<file path="src/rtl/seq_det_pkg.sv">
// Shared types and reset defaults for the programmable serial pattern detector.
package seq_det_pkg;

  typedef enum logic [1:0] {StIdle, StFill, StArmed, StMatch} state_e;

  localparam logic [7:0] DEF_PATTERN = 8'b0000_1011;
  localparam int unsigned DEF_LEN = 4;

  // Width needed to hold a length in the range 0..max_len.
  function automatic int unsigned len_width(input int unsigned max_len);
    return $clog2(max_len + 1);
  endfunction

endpackage

</file>
<file path="src/rtl/sat_counter.sv">
// Saturating up-counter with synchronous clear; clear has priority over increment.
module sat_counter #(
  parameter int unsigned W = 8
) (
  input  logic         clk,
  input  logic         rst,
  input  logic         clr,
  input  logic         inc,
  output logic [W-1:0] q
);

  always_ff @(posedge clk or negedge rst) begin
    if (!rst) begin
      q <= '0;
    end else if (clr) begin
      q <= '0;
    end else if (inc && (q != '1)) begin
      q <= q + W'(1);
    end
  end

endmodule

</file>
<file path="src/rtl/seq_det_prog.sv">
// Runtime-programmable serial bit-pattern detector with overlap control,
// input qualifier, saturating match counter and config-error reporting.
module seq_det_prog #(
  parameter int unsigned          MAX_LEN     = 8,
  parameter logic [MAX_LEN-1:0]   DEF_PATTERN = MAX_LEN'(seq_det_pkg::DEF_PATTERN),
  parameter int unsigned          DEF_LEN     = seq_det_pkg::DEF_LEN,
  parameter int unsigned          CNT_W       = 8
) (
  input  logic                                             clk,
  input  logic                                             rst,
  input  logic                                             in,
  input  logic                                             in_valid,
  input  logic                                             mode_ovl,
  input  logic                                             cfg_we,
  input  logic [MAX_LEN-1:0]                               cfg_pattern,
  input  logic [seq_det_pkg::len_width(MAX_LEN)-1:0]       cfg_len,
  input  logic                                             cnt_clr,
  output logic                                             out,
  output logic [CNT_W-1:0]                                 match_cnt,
  output logic                                             cfg_err
);

  import seq_det_pkg::*;

  localparam int unsigned LW = len_width(MAX_LEN);
  localparam logic [LW-1:0] MaxLenW = LW'(MAX_LEN);

  // The oldest history bit is shifted out on the very edge it would be used,
  // so only MAX_LEN-1 bits need to be stored.
  logic [MAX_LEN-2:0] history_q;
  logic [MAX_LEN-1:0] pattern_q;
  logic [LW-1:0]      fill_q;
  logic [LW-1:0]      len_q;
  state_e             state_q;
  logic               out_q;
  logic               cfg_err_q;

  logic [MAX_LEN-1:0] h_next;
  logic [MAX_LEN-1:0] mask;
  logic [LW-1:0]      f_next;
  logic               cfg_ok;
  logic               hit;

  function automatic state_e fill_state(input logic [LW-1:0] f, input logic [LW-1:0] l);
    if (f == '0)     return StIdle;
    else if (f == l) return StArmed;
    else             return StFill;
  endfunction

  always_comb begin
    mask = '0;
    for (int i = 0; i < MAX_LEN; i++) begin
      mask[i] = (LW'(i) < len_q);
    end
    h_next = {history_q, in};
    f_next = (fill_q >= len_q) ? len_q : fill_q + LW'(1);
    cfg_ok = cfg_we && (cfg_len != '0) && (cfg_len <= MaxLenW);
    hit    = in_valid && !cfg_ok && (f_next == len_q) &&
             (((h_next ^ pattern_q) & mask) == '0);
  end

  always_ff @(posedge clk or negedge rst) begin
    if (!rst) begin
      history_q <= '0;
      pattern_q <= DEF_PATTERN;
      fill_q    <= '0;
      len_q     <= LW'(DEF_LEN);
      state_q   <= StIdle;
      out_q     <= 1'b0;
      cfg_err_q <= 1'b0;
    end else begin
      cfg_err_q <= cfg_we && !cfg_ok;
      if (cfg_ok) begin
        // The in bit on a config edge is dropped; matching restarts from empty.
        pattern_q <= cfg_pattern;
        len_q     <= cfg_len;
        history_q <= '0;
        fill_q    <= '0;
        state_q   <= StIdle;
        out_q     <= 1'b0;
      end else if (in_valid) begin
        if (hit) begin
          state_q <= StMatch;
          out_q   <= 1'b1;
          if (mode_ovl) begin
            history_q <= h_next[MAX_LEN-2:0];
            fill_q    <= len_q;
          end else begin
            history_q <= '0;
            fill_q    <= '0;
          end
        end else begin
          history_q <= h_next[MAX_LEN-2:0];
          fill_q    <= f_next;
          state_q   <= fill_state(f_next, len_q);
          out_q     <= 1'b0;
        end
      end else begin
        out_q <= 1'b0;
        case (state_q)
          StMatch:                 state_q <= fill_state(fill_q, len_q);
          StIdle, StFill, StArmed: state_q <= state_q;
          default:                 state_q <= StIdle;
        endcase
      end
    end
  end

  sat_counter #(
    .W(CNT_W)
  ) u_match_cnt (
    .clk(clk),
    .rst(rst),
    .clr(cnt_clr),
    .inc(hit),
    .q  (match_cnt)
  );

  assign out     = out_q;
  assign cfg_err = cfg_err_q;

endmodule

</file>
<file path="config.mk">
export PLATFORM = sky130hd
export DESIGN_NAME = seq_det_prog
export DESIGN_NICKNAME = d
export VERILOG_FILES = /design/src/rtl/seq_det_pkg.sv /design/src/rtl/sat_counter.sv /design/src/rtl/seq_det_prog.sv
export SDC_FILE = /design/constraint.sdc
export NUM_CORES = 1
export LEC_CHECK = 0
export CAP_MARGIN = 20
export CELL_PAD_IN_SITES_DETAIL_PLACEMENT = 0
export CELL_PAD_IN_SITES_GLOBAL_PLACEMENT = 1
export CORE_UTILIZATION = 45
export CTS_BUF_LIST = sky130_fd_sc_hd__clkbuf_16
export CTS_CLUSTER_SIZE = 12
export DETAILED_ROUTE_END_ITERATION = 6
export GPL_TIMING_DRIVEN = 1
export PLACE_DENSITY_LB_ADDON = 0.1
export SYNTH_ARGS = -nofsm -noshare
export SYNTH_HDL_FRONTEND = slang
export SYNTH_HIERARCHICAL = 1
export SYNTH_SLANG_ARGS = --single-unit
</file>
<file path="constraint.sdc">
create_clock -name clk -period 9 [get_ports clk]
set_clock_uncertainty 0.1 [all_clocks]
set_input_delay 0.9 -clock clk [delete_from_list [all_inputs] [get_ports clk]]
set_output_delay 0.9 -clock clk [all_outputs]
set_load 0.01 [all_outputs]
</file>
# Yosys cells after proc, flatten, opt, wreduce, memory -nomap -nowiden
# Index checks and enable logic that the tools add are counted.
op_classes:
  add_sub_neg: 2
  n_lt_le_gt_ge: 10
  eq_ne: 2
  mux: 14
  bitwise: 2
  n_reduce_logical: 12
op_table:
  columns: ["op", "count"]
  rows:
  - ["2-to-1 mux 7 bit", 4]
  - ["2-to-1 mux 4 bit", 5]
  - ["< comparator 3 x 4 -> 1 bit (first input constant)", 4]
  - ["2-to-1 mux 8 bit", 2]
  - ["adder 8 x 1 -> 8 bit (second input constant)", 1]
  - ["AND 8 bit", 1]
  - ["zero test 8 bit", 1]
  - ["< comparator 1 x 4 -> 1 bit (first input constant)", 2]
  - ["< comparator 2 x 4 -> 1 bit (first input constant)", 2]
  - ["inequality test 8 bit (second input constant)", 1]
  - ["bitwise XOR 8 bit", 1]
  - ["logical AND 1 bit", 7]
  - ["adder 4 x 1 -> 4 bit (second input constant)", 1]
  - ["equality test 4 bit", 1]
  - [">= comparator 4 bit", 1]
  - ["less-or-equal comparator 4 bit (second input constant)", 1]
  - ["nonzero test 2 bit", 2]
  - ["nonzero test 4 bit", 1]
  - ["2-to-1 mux 1 bit", 3]
  - ["zero test 1 bit", 1]
totals:
  reg_bits: 33
  input_bits: 19
  out_inout_bits: 10
  word_cells: 49

# Longest topological paths before layout
depth:
  word_depth: 10
  mapped_depth: 13
  depth_no_buf: 10

# Hierarchy
# Netlist, hierarchy kept.
by_module_without_submodules:
  columns: ["module", "instances", "cells_per_inst", "area_each_um2", "seq_area_each_um2"]
  rows:
  - ["seq_det_prog", 1, 138, 1491.4, 630.6]
  - ["sat_counter", 1, 49, 464.2, 200.2]

# Worst setup path after synthesis
# Ideal clock, no wire load.
synth_path:
  kind: "input to register"
  from: "input port cfg_len[1] (netlist name)"
  to: "register u_match_cnt.q[7]"
  setup_ns: 0.094
  t_arrival_ns: 2.737
  required_ns: 8.806
  setup_slack_ns: 6.069
  stages: 9
  n_path_buf: 3
  path_cell_list: "nor4_1 -> nor3_1 -> clkbuf_1 -> clkbuf_1 -> nor4_1 -> buf_2 -> nand3_1 -> or3_1 -> a211oi_1"
synth_via:
  elab_chain_len: 9
  word_cells_on_any_way: 10
  cone_classes: "order compare: 1; reduce/logical: 9"
synth_rtl:
  columns: ["item", "line", "source"]
  rows:
  - ["start: declaration", "seq_det_prog.sv:16", "input logic [seq_det_pkg::len_width(MAX_LEN)-1:0] cfg_len,"]
  - ["branches (longest 2 deep; another with less-or-equal comparator 4 bit)", null, null]
  - ["logical AND 1 bit *", "seq_det_prog.sv:57", "cfg_ok = cfg_we && (cfg_len != '0) && (cfg_len <= MaxLenW);"]
  - ["zero test 1 bit *", "seq_det_prog.sv:58", "hit = in_valid && !cfg_ok && (f_next == len_q) &&"]
  - ["logical AND 1 bit * (3 in a row)", "seq_det_prog.sv:58", null]
  - ["via hit", "seq_det_prog.sv:42", "logic hit;"]
  - ["logical AND 1 bit *", "sat_counter.sv:17", "end else if (inc && (q != '1)) begin"]
  - ["nonzero test 2 bit (no line) *", null, null]
  - ["end signal: assignment", "sat_counter.sv:18", "q <= q + W'(1);"]
  - ["end: declaration", "sat_counter.sv:9", "output logic [W-1:0] q"]
# Mark *: on every way through the listed nets, which the timed path passes.
# A chain may end at the register's enable or synchronous reset.

# Final worst setup path
layout_path:
  from: "register len_q[3]"
  to: "register u_match_cnt.q[7]"
layout_via:
  elab_chain_len: 7
  word_cells_on_any_way: 17
  cone_classes: "order compare: 9; eq/ne: 1; mux: 1; bitwise: 1; reduce/logical: 5"
layout_rtl:
  columns: ["item", "line", "source"]
  rows:
  - ["start: declaration", "seq_det_prog.sv:33", "logic [LW-1:0] len_q;"]
  - ["start signal: assignment", "seq_det_prog.sv:67", "len_q <= LW'(DEF_LEN);"]
  - ["start signal: assignment", "seq_det_prog.sv:76", "len_q <= cfg_len;"]
  - [">= comparator 4 bit", "seq_det_prog.sv:56", "f_next = (fill_q >= len_q) ? len_q : fill_q + LW'(1);"]
  - ["2-to-1 mux 4 bit", "seq_det_prog.sv:56", null]
  - ["equality test 4 bit", null, null]
  - ["logical AND 1 bit", "seq_det_prog.sv:58", null]
  - ["logical AND 1 bit *", "seq_det_prog.sv:58", null]
  - ["via hit", "seq_det_prog.sv:42", null]
  - ["logical AND 1 bit *", "sat_counter.sv:17", null]
  - ["nonzero test 2 bit (no line) *", null, null]
# The timed path passes the listed nets; every way through them passes the cells marked *.

==> results.yml <==
outcome:
  status: "completed"
route:
  ant_nets: 0
  drc: 0
  via_per_inst: 5.94
  dr.pass1.iters: 4
  drt-initial-drc-count: 48
  wl_per_cell_um: 15.8
  wl_mm: 4.22
  vias: 1585
worst_setup_path:
  cp.arrival_ns: 3.42
  crit_start: "len_q[3]$_DFFE_PN0P_"
  crit_fanout: 10
  rrSetupSlack_ns: 5.65
  endpoint_kind: "flip-flop"
  rr_worst_depth: 11
  r2r-end: "u_match_cnt/q[7]$_DFFE_PN0P_"
  critPathKind: "reg -> reg"
  crit_path_start_kind: "flip-flop"
  critical_path_required_ns: 9.08
  setup.worst_path.end: "u_match_cnt/q[7]$_DFFE_PN0P_"
  r2r_start: "len_q[3]$_DFFE_PN0P_"
sta:
  period_share_pct: 37.2
  tightestPinTransition_ns: 0.993
  fin_setup_tns_ns: 0
  period_needed_ns: 3.35
  fmax_ghz: 0.299
  setup_viol: 0
  setup_ws_ns: 5.65
  rsz0062_at_grt: "false"
  slew_headroom_pct: 33.5
  hold_violations: 0
  drv_slew: 0
global_routing:
  grt_max_degree: 34
  grt-busiest-layer: "met2"
  grt.met2_usage_pct: 33.5
  track_usage_pct: 20.6
  overflow: 0
  antenna_found_initial: 0
  grt_use_met1_pct: 27.8
  grt_pass1_vias: 1473
  grtUsageMet3_pct: 5.17
  grt_pass1_wl_mm: 7.02
power:
  power-per-cell-area_nw_per_um2: 244
  vdd_ir_drop_max_mv: 0.130
  power_frac_clock_pct: 31.8
  p_leak_nw: 0.972
  p_seq_share_pct: 32.8
  p_int_uw: 401
  combPwrFrac_pct: 35.4
  switching_power_uw: 194
  p_sw_share_pct: 32.6
min_path:
  hold_class: "reg -> reg"
  hold_depth: 1
floorplan:
  die_w_um: 67.9
  rows: 23
  fp.coreArea_um2: 4090
  die_h_um: 67.9
  initial_core_util_pct: 47.9
  die-area_um2: 4610
  pin_count: 29
synth:
  synth.distinct_cells: 51
  synth-seq-cells: 33
  syn_nets: 212
  synth_area_per_cell_um2: 10.5
  ys_warn_count: 6
  synthCells: 187
  synth-main-ff-cell: "dfrtp_1"
  synth_edf_count: 0
  synthesis.area_um2: 1960
  async_reset_ff_share_pct: 100
  seq_area_frac_synth_pct: 42.5
clock_network:
  htreeDepth: 2
  clock-root-buffer: "clkbuf_16"
  cts_tree: "built"
  postCtsHoldBufs: 0
  cts_buffers: 5
  cts_resized: 0
  clk-insertion-delay-late_ns: 0.27
  post-cts-setup-buffers: 0
  cts.path.max_buffers: 2
  cts.sink_count: 33
  cts.clk_slew.worst_paths_ns: 0.05
final_layout:
  final_cells: 267
  n_antenna_cell: 0
  area_delta_synth_final_pct: 24.8
  final_nets: 241
  drive_gt1_share_pct: 15.2
flow_run:
  cap_violations: 0
place:
  dp_slack_ns: 5.55
  place_hpwl_mm: 3.07
  dp.cells: 259
  numPortBuffers: 28
  gp_congestion: 0.793
-- metal layers --
| metal | wire [µm] | vias to the layer above |
|---|---|---|
| met3 | 192 | 3 |
| met5 | 0 | - |
| li1 | - | 767 |
| met2 | 1960 | 37 |
| met4 | 8 | 0 |
| met1 | 2060 | 778 |
-- flip-flops by register name, summed over array words and instances, names as in the netlist --
signal and flops:
u_match_cnt/q 8, len_q 4, history_q 7, cfg_err 1, out 1, fill_q 4, pattern_q 8
-- worst max-delay path, stage by stage, from the launching register on --
cell and delay (ns):
dfrtp_1 0.58, inv_1 0.15, ha_1 0.32, and2_1 0.14, and3_1 0.22, or2_1 0.29, o221ai_2 0.22, nor4_1 0.27
buf_4 0.21, nand3_1 0.15, or3_1 0.34, a211oi_1 0.25
-- synthesized netlist by cell type (all sizes together) (2+ instances only) --
cell / count / area share [%]
dfstp: 4 / 5.4
clkbuf: 4 / 0.77
o211ai: 3 / 1.2
nand2: 6 / 1.2
nand4b: 3 / 1.3
and4: 2 / 0.96
xnor2: 8 / 3.6
inv: 9 / 1.7
ha: 6 / 3.8
mux2: 10 / 5.8
a21oi: 13 / 3.5
nor2b: 3 / 0.96
a211oi: 3 / 1.2
a32o: 7 / 3.6
mux2i: 3 / 1.5
xor2: 3 / 1.3
nor4: 6 / 2.7
dfrtp: 29 / 37
o21ai: 6 / 1.5
a31oi: 2 / 0.64
nand3: 5 / 1.5
and3: 4 / 1.3
nor3: 7 / 1.8
or3: 2 / 0.64
nor2: 10 / 2.3
nand2b: 4 / 1.3
a221o: 3 / 1.5
buf: 6 / 2.3
-- layout make-up --
type	instances	area, µm²
well taps	50	62.6
clock inverters	3	41.3
repair buffers	32	310
flip-flops and latches	33	831
inverters	9	33.8
fillers	350	1650
multi-input cells	135	1040
clock buffers	5	125
-- cell usage in the layout (no fill, tap or decap), drive strengths merged, types with 4 or more instances in the layout --
| master | Yosys | layout |
|---|---|---|
| a21oi | 13 | 13 |
| dfstp | 4 | 4 |
| clkbuf | 4 | 5 |
| nand2 | 6 | 6 |
| xnor2 | 8 | 8 |
| dfrtp | 29 | 29 |
| nor2 | 10 | 10 |
| nand2b | 4 | 4 |
| inv | 9 | 9 |
| ha | 6 | 6 |
| nor4 | 6 | 6 |
| nor3 | 7 | 7 |
| clkdlybuf4s50 | 0 | 28 |
| nand3 | 5 | 5 |
| buf | 6 | 4 |
| o21ai | 6 | 6 |
| and3 | 4 | 4 |
| mux2 | 10 | 10 |
| a32o | 7 | 7 |
-- worst min-delay path by stage --
stage	to	from	slack, ns
finish	history_q[6]$_DFFE_PN0P_	history_q[6]$_DFFE_PN0P_	0.41
global route	history_q[6]$_DFFE_PN0P_	history_q[6]$_DFFE_PN0P_	0.44
CTS	history_q[6]$_DFFE_PN0P_	history_q[6]$_DFFE_PN0P_	0.42
detailed placement	history_q[6]$_DFFE_PN0P_	history_q[6]$_DFFE_PN0P_	0.41
global placement	history_q[6]$_DFFE_PN0P_	history_q[6]$_DFFE_PN0P_	0.41
floorplan	history_q[6]$_DFFE_PN0P_	history_q[6]$_DFFE_PN0P_	0.39
-- power groups by stage --
stage	sequential, mW	combinational [mW]	clock, mW
2_1_floorplan	0.189	0.166	0
3_3_place_gp	0.196	0.204	0
3_5_place_dp	0.197	0.207	0
4_1_cts	0.195	0.209	0.191
5_1_grt	0.199	0.231	0.199
6_report	0.195	0.211	0.189
-- cell families after synthesis --
family / Yosys count / share of synthesized area, %
simple gates: 57 / 17.7
compound gates: 47 / 17.9
flops: 33 / 42.5
buf+inv: 19 / 4.80
mux: 13 / 7.29
xor+xnor: 12 / 6.08
fa+ha+maj: 6 / 3.84
-- per-stage QoR --
stage / hold slack [ns] / power, mW / util (%) / instance area [µm²]
after CTS: 0.422 / 0.596 / 59.7 / 2440
final: 0.414 / 0.595 / 59.7 / 2440
after global routing: 0.441 / 0.629 / 59.7 / 2440
after detailed placement: 0.410 / 0.405 / 55.6 / 2270
after floorplan: 0.386 / 0.354 / - / 1960
after global placement: 0.412 / 0.400 / 55.6 / 2270
(Power assumes the default switching activity.)
